<file path="src/rtl/search_if.sv">
// Observation port for the integer square-root search.
//
// Output protocol: the result travels on the plain port i. done is a level
// "valid" for that result. It goes high on the edge that completes the
// search and stays high, with i frozen, until reset. There is no ready,
// because the consumer can never stall the search. The remaining fields
// expose the internal registers so that checkers can bind to them directly.
interface search_if;
  logic        done;   // result in i is final (state == DONE)
  logic        state;  // 0 = SEARCH, 1 = DONE
  logic [31:0] hi;     // exclusive upper bound of the search range
  logic [4:0]  iter;   // iterations completed since reset (0..16)

  // The design drives the fields; observers only read them.
  modport master (output done, state, hi, iter);
  modport slave  (input  done, state, hi, iter);
endinterface

</file>
<file path="src/rtl/search.sv">
// Integer square root by binary search: i converges to floor(sqrt(N)).
// Each clock halves the range [lo, hi). The range starts at width 65536,
// so the search always completes in exactly 16 iterations.
module search #(
  parameter logic [31:0] N = 32'd1000000
) (
  input  logic        clock,
  input  logic        reset,
  output logic [31:0] i,
  search_if.master    dbg
);

  typedef enum logic {
    ST_SEARCH = 1'b0,
    ST_DONE   = 1'b1
  } state_t;

  state_t      r_state;
  logic [31:0] r_lo;    // candidate root, invariant lo*lo <= N
  logic [31:0] r_hi;    // exclusive bound, hi*hi > N or hi == 65536
  logic [4:0]  r_iter;

  logic [31:0] w_mid;
  logic [31:0] w_sq;
  logic        w_fits;
  logic [31:0] w_lo_nxt;
  logic [31:0] w_hi_nxt;

  // Probe the midpoint. mid never exceeds 65535, so a 32-bit square cannot overflow.
  always_comb begin
    w_mid    = (r_lo + r_hi) >> 1;
    w_sq     = w_mid * w_mid;
    w_fits   = (w_sq <= N);
    w_lo_nxt = w_fits ? w_mid : r_lo;
    w_hi_nxt = w_fits ? r_hi  : w_mid;
  end

  // Search FSM: narrow the range each edge, then freeze in DONE until reset.
  always_ff @(posedge clock or posedge reset) begin
    if (reset) begin
      r_state <= ST_SEARCH;
      r_lo    <= 32'd0;
      r_hi    <= 32'd65536;
      r_iter  <= 5'd0;
    end else begin
      case (r_state)
        ST_SEARCH: begin
          r_lo   <= w_lo_nxt;
          r_hi   <= w_hi_nxt;
          r_iter <= r_iter + 5'd1;
          if ((w_hi_nxt - w_lo_nxt) == 32'd1) begin
            r_state <= ST_DONE;
          end
        end
        ST_DONE: begin
          r_state <= ST_DONE;
        end
        default: begin
          r_state <= ST_SEARCH;
        end
      endcase
    end
  end

  // i is taken straight from the lo register, so mid has no combinational path to it.
  assign i         = r_lo;
  assign dbg.done  = (r_state == ST_DONE);
  assign dbg.state = r_state;
  assign dbg.hi    = r_hi;
  assign dbg.iter  = r_iter;

endmodule

</file>
<file path="src/flat_wrapper.sv">
// flat-port wrapper written by rule: the top's interface ports become plain ports
module search_flat 
#(
  parameter logic [31:0] N = 32'd1000000
)
  (clock, reset, i, dbg_done, dbg_state, dbg_hi, dbg_iter);
  search_if dbg_i ();
  input  logic clock;
  input  logic reset;
  output logic [31:0] i;
  output wire logic [$bits(dbg_i.done)-1:0] dbg_done;
  output wire logic [$bits(dbg_i.state)-1:0] dbg_state;
  output wire logic [$bits(dbg_i.hi)-1:0] dbg_hi;
  output wire logic [$bits(dbg_i.iter)-1:0] dbg_iter;
  assign dbg_done = dbg_i.done;
  assign dbg_state = dbg_i.state;
  assign dbg_hi = dbg_i.hi;
  assign dbg_iter = dbg_i.iter;
  search #(.N(N)) u_core (.clock(clock), .reset(reset), .i(i), .dbg(dbg_i));
endmodule
</file>
<file path="config.mk">
export PLATFORM = sky130hd
export DESIGN_NAME = search_flat
export DESIGN_NICKNAME = d
export VERILOG_FILES = /design/src/rtl/search_if.sv /design/src/rtl/search.sv /design/src/flat_wrapper.sv
export SDC_FILE = /design/constraint.sdc
export NUM_CORES = 1
export LEC_CHECK = 0
export CAP_MARGIN = 20
export CORE_MARGIN = 5
export CORE_UTILIZATION = 55
export CTS_BUF_LIST = sky130_fd_sc_hd__clkbuf_4 sky130_fd_sc_hd__clkbuf_8
export CTS_CLUSTER_DIAMETER = 40
export DETAILED_ROUTE_END_ITERATION = 10
export GPL_ROUTABILITY_DRIVEN = 0
export PLACE_DENSITY = 0.76
export SLEW_MARGIN = 20
export SYNTH_ARGS = -nofsm -noshare
export SYNTH_HDL_FRONTEND = slang
export SYNTH_SLANG_ARGS = --single-unit
</file>
<file path="constraint.sdc">
create_clock -name clock -period 13.7 [get_ports clock]
set_input_delay 3.425 -clock clock [delete_from_list [all_inputs] [get_ports clock]]
set_output_delay 3.425 -clock clock [all_outputs]
set_load 0.05 [all_outputs]
</file>
==> results.py <==
metrics = {
    "clock_tree": {
        "ctsHtreeMaxLevel": 3,
        "clk_latency_ns": 0.38,
        "cts_tree": "built",
        "cts_made_buffers": 9,
        "cts_num_sinks": 70,
        "clockBufferDepth": 2,
        "clk_pin_slew_ns": 0.08,
        "root_buffer": "clkbuf_8",
    },
    "yosys": {
        "seq_area_frac_synth_pct": 8.76,
        "syn-num-nets": 2774,
        "synth-seq-cells": 70,
        "syn_avg_cell_area_um2": 9.02,
        "synth_ff_type": "dfrtp_1",
        "syn_area_um2": 20000,
        "async_flop_share_pct": 100,
        "synth_edf_count": 0,
        "syn_inst": 2220,
        "ys_types": 79,
        "yosys_warnings": 0,
    },
    "grt": {
        "grt_pass1_vias": 17600,
        "grt_max_degree": 71,
        "grt_overflow_total": 0,
        "antenna_found_initial": 0,
        "grt_pass1_wl_um": 90700,
        "track_usage_pct": 27.8,
    },
    "final_layout": {
        "n_antenna_cell": 0,
        "area_growth_pct": 11.8,
        "drive_above_1_share_pct": 10.3,
        "fin_util_pct": 62.6,
        "fin_nets": 2890,
    },
    "critical_path": {
        "cpPeakStageDelay_ns": 0.68,
        "crit_top_cell": "fa_1",
        "endpoint_kind": "flop",
        "startpoint": "u_core.i[4]",
        "cp_max_fo": 15,
        "cp-start-kind": "flop",
        "worst-setup-path-type": "flop to flop",
        "rr_startpoint": "u_core.i[4]",
        "slowest_stage": "xnor2_1",
        "crit_arrival_ns": 13.51,
        "crit_required_ns": 13.97,
    },
    "placement": {
        "portBuffers": 72,
        "place_ws_ns": -0.195,
        "dp_hpwl_um": 46700,
    },
    "floorplan": {
        "fp-row-count": 69,
        "die_area_um2": 40300,
        "io_pins": 73,
        "die_h_um": 201,
        "fp.dieW_um": 201,
        "core_area_um2": 35700,
        "start_util_pct": 56.0,
    },
    "route": {
        "routed.top_layer": "met4",
        "vias_per_cell": 5.82,
        "num_vias": 16300,
        "drt-total-wl_um": 56200,
        "drc": 0,
        "first_pass_iters": 7,
        "post_drt_wl_per_cell_um": 20.1,
        "wl_met1_um": 22700,
        "wl_met3_um": 4480,
        "first_iter_violations": 1129,
        "final_antenna_net_count": 0,
        "wl_met2_um": 26500,
    },
    "sta": {
        "layout_setup_ws_ns": 0.452,
        "setup_viol": 0,
        "hold_viol": 0,
        "tightest_slew_ns": 1.11,
        "final.period_utilization_pct": 96.7,
        "skew_ns": 0.0105,
        "layout_min_cycle_time_ns": 13.25,
        "maxSlewViolCount": 0,
        "slew_headroom_pct": 25.0,
        "fmax_ghz": 0.0755,
    },
    "flow_run": {
        "maxCapViolCount": 0,
    },
    "pwr": {
        "ir_drop_v": 0.0000549,
        "p_comb_share_pct": 1.0,
        "pwr_density_cell_nw_per_um2": 19.8,
        "p_int_w": 0.000351,
        "p_leak_nw": 12.4,
        "p_sw_share_pct": 20.7,
        "power_switching_w": 0.0000918,
        "p_clk_share_pct": 52.3,
        "power_frac_seq_pct": 46.6,
    },
    "hold_path": {
        "hp-class": "flop to flop",
        "min_from": "u_core.dbg.iter[4]",
    },
    "outcome": {
        "status": "finished, final reports clean",
    },
}
per-layer routing:
| layer | up-vias | track usage (%) |
|---|---|---|
| met5 | - | 0 |
| met2 | 743 | 47.1 |
| li1 | 7307 | - |
| met3 | 177 | 4.78 |
| met1 | 8071 | 36.4 |
| met4 | 0 | 9.76 |
layout by cell type, fill, tap and decap left out, types with 57 or more instances in the layout:
| cell | n |
|---|---|
| inv_1 | 463 |
| fa_1 | 370 |
| nand2_1 | 212 |
| ha_1 | 177 |
| nor2_1 | 142 |
| buf_4 | 106 |
| o21ai_0 | 92 |
| clkdlybuf4s50_1 | 72 |
| dfrtp_1 | 69 |
| a21oi_1 | 64 |
| xnor2_1 | 57 |
flip-flops by register name (all words and copies together), names as in the netlist:
signal,cells
u_core.dbg.hi,32
u_core.i,32
u_core.dbg.iter,5
u_core.dbg.done,1
cell families (layout without fill, tap and decap cells):
group / count (synthesis) / in the layout / share of synthesized area, %
flops: 70 / 70 / 8.76
fa+ha+maj: 552 / 552 / 48.4
xor+xnor: 98 / 98 / 4.53
buf+inv: 542 / 663 / 10.4
compound gates: 347 / 347 / 11.4
simple gates: 527 / 527 / 12.0
mux: 84 / 84 / 4.53
worst max-delay path, delay by kind of cell, from the launching register on:
family                   cells  cell delay, ns
AND/OR/NAND/NOR             11            2.52
XOR/XNOR                     2            0.83
adder cells (fa/ha/maj)     12            5.17
AO/OA/AOI/OAI               12            2.65
buffers and inverters        8            0.92
multiplexers                 2            0.60
flip-flops                   1            0.43
path summary, 6_finish.rpt:
path                                           end  slack, ns  cells after the start
worst max-delay path               u_core.dbg.done       0.45                     47
worst min-delay path            u_core.dbg.iter[4]       0.48                      1
worst max register to register     u_core.dbg.done       0.45                     47
worst min register to register  u_core.dbg.iter[4]       0.48                      1
max in group asynchronous              u_core.i[0]       9.43                      3
min in group asynchronous              u_core.i[6]       3.60                      3
per-stage QoR:
step           std cells  total power, W  hold WS (ns)  instance area, um^2  setup TNS (ns)
6_report            2802        0.000443         0.483                22400               0
5_1_grt             2802        0.000454         0.507                22400         -0.0921
4_1_cts             2798        0.000442         0.488                22100               0
3_5_place_dp        2782        0.000215         0.473                21800          -0.195
3_3_place_gp        2782        0.000215         0.465                21800               0
2_1_floorplan       2220        0.000214         0.600                20000               0
cell type report:
| type | instances | area (um^2) |
|---|---|---|
| clock buffers | 10 | 138 |
| clock inverters | 6 | 133 |
| fillers | 2948 | 13400 |
| inverters | 466 | 1750 |
| multi-input cells | 1608 | 16400 |
| flip-flops and latches | 70 | 1750 |
| well taps | 461 | 577 |
| repair buffers | 181 | 1570 |
cell usage after synthesis (4+ instances only):
master,instances,area [um^2]
a211oi_1,15,113
nor3b_1,5,37.5
mux2i_1,32,320
o21bai_1,8,60.1
a31oi_1,13,81.3
nor2_1,145,544
nor2b_1,18,113
a211o_1,4,35.0
xnor2_1,64,561
fa_1,371,7430
o21ai_0,97,485
o21a_1,18,135
o2111ai_1,4,35.0
nand3_1,21,105
dfrtp_1,69,1730
nand4_1,18,113
xor2_1,30,263
a221oi_1,5,43.8
clkbuf_1,57,214
buf_2,10,50.1
ha_1,181,2260
o311ai_0,4,35.0
o22ai_1,6,37.5
inv_1,464,1740
nand2_1,212,796
or3_1,6,37.5
nor4_1,9,56.3
and2_1,36,225
o211ai_1,9,67.6
nand2b_1,17,106
a31o_2,6,52.6
nor3_1,15,75.1
and3_1,12,75.1
a2111oi_0,6,52.6
a21o_1,40,300
mux2_2,51,574
a21boi_0,6,45.0
a21oi_1,68,340
power groups by stage:
stage	Sequential [W]	Combinational [W]	Clock (W)
floorplan	0.000211	0.00000302	0
global placement	0.000211	0.00000477	0
detailed placement	0.000211	0.00000482	0
CTS	0.000206	0.00000480	0.000231
global route	0.000206	0.00000545	0.000242
finish	0.000206	0.00000459	0.000232
repair_timing:
item,4_1_cts,5_1_grt
pin swaps,0,14
setup buffers,0,3
setup endpoints to repair,1,1
hold buffers,0,0
gates cloned,0,1
resized for setup,3,55
(Power assumes the default switching activity.)
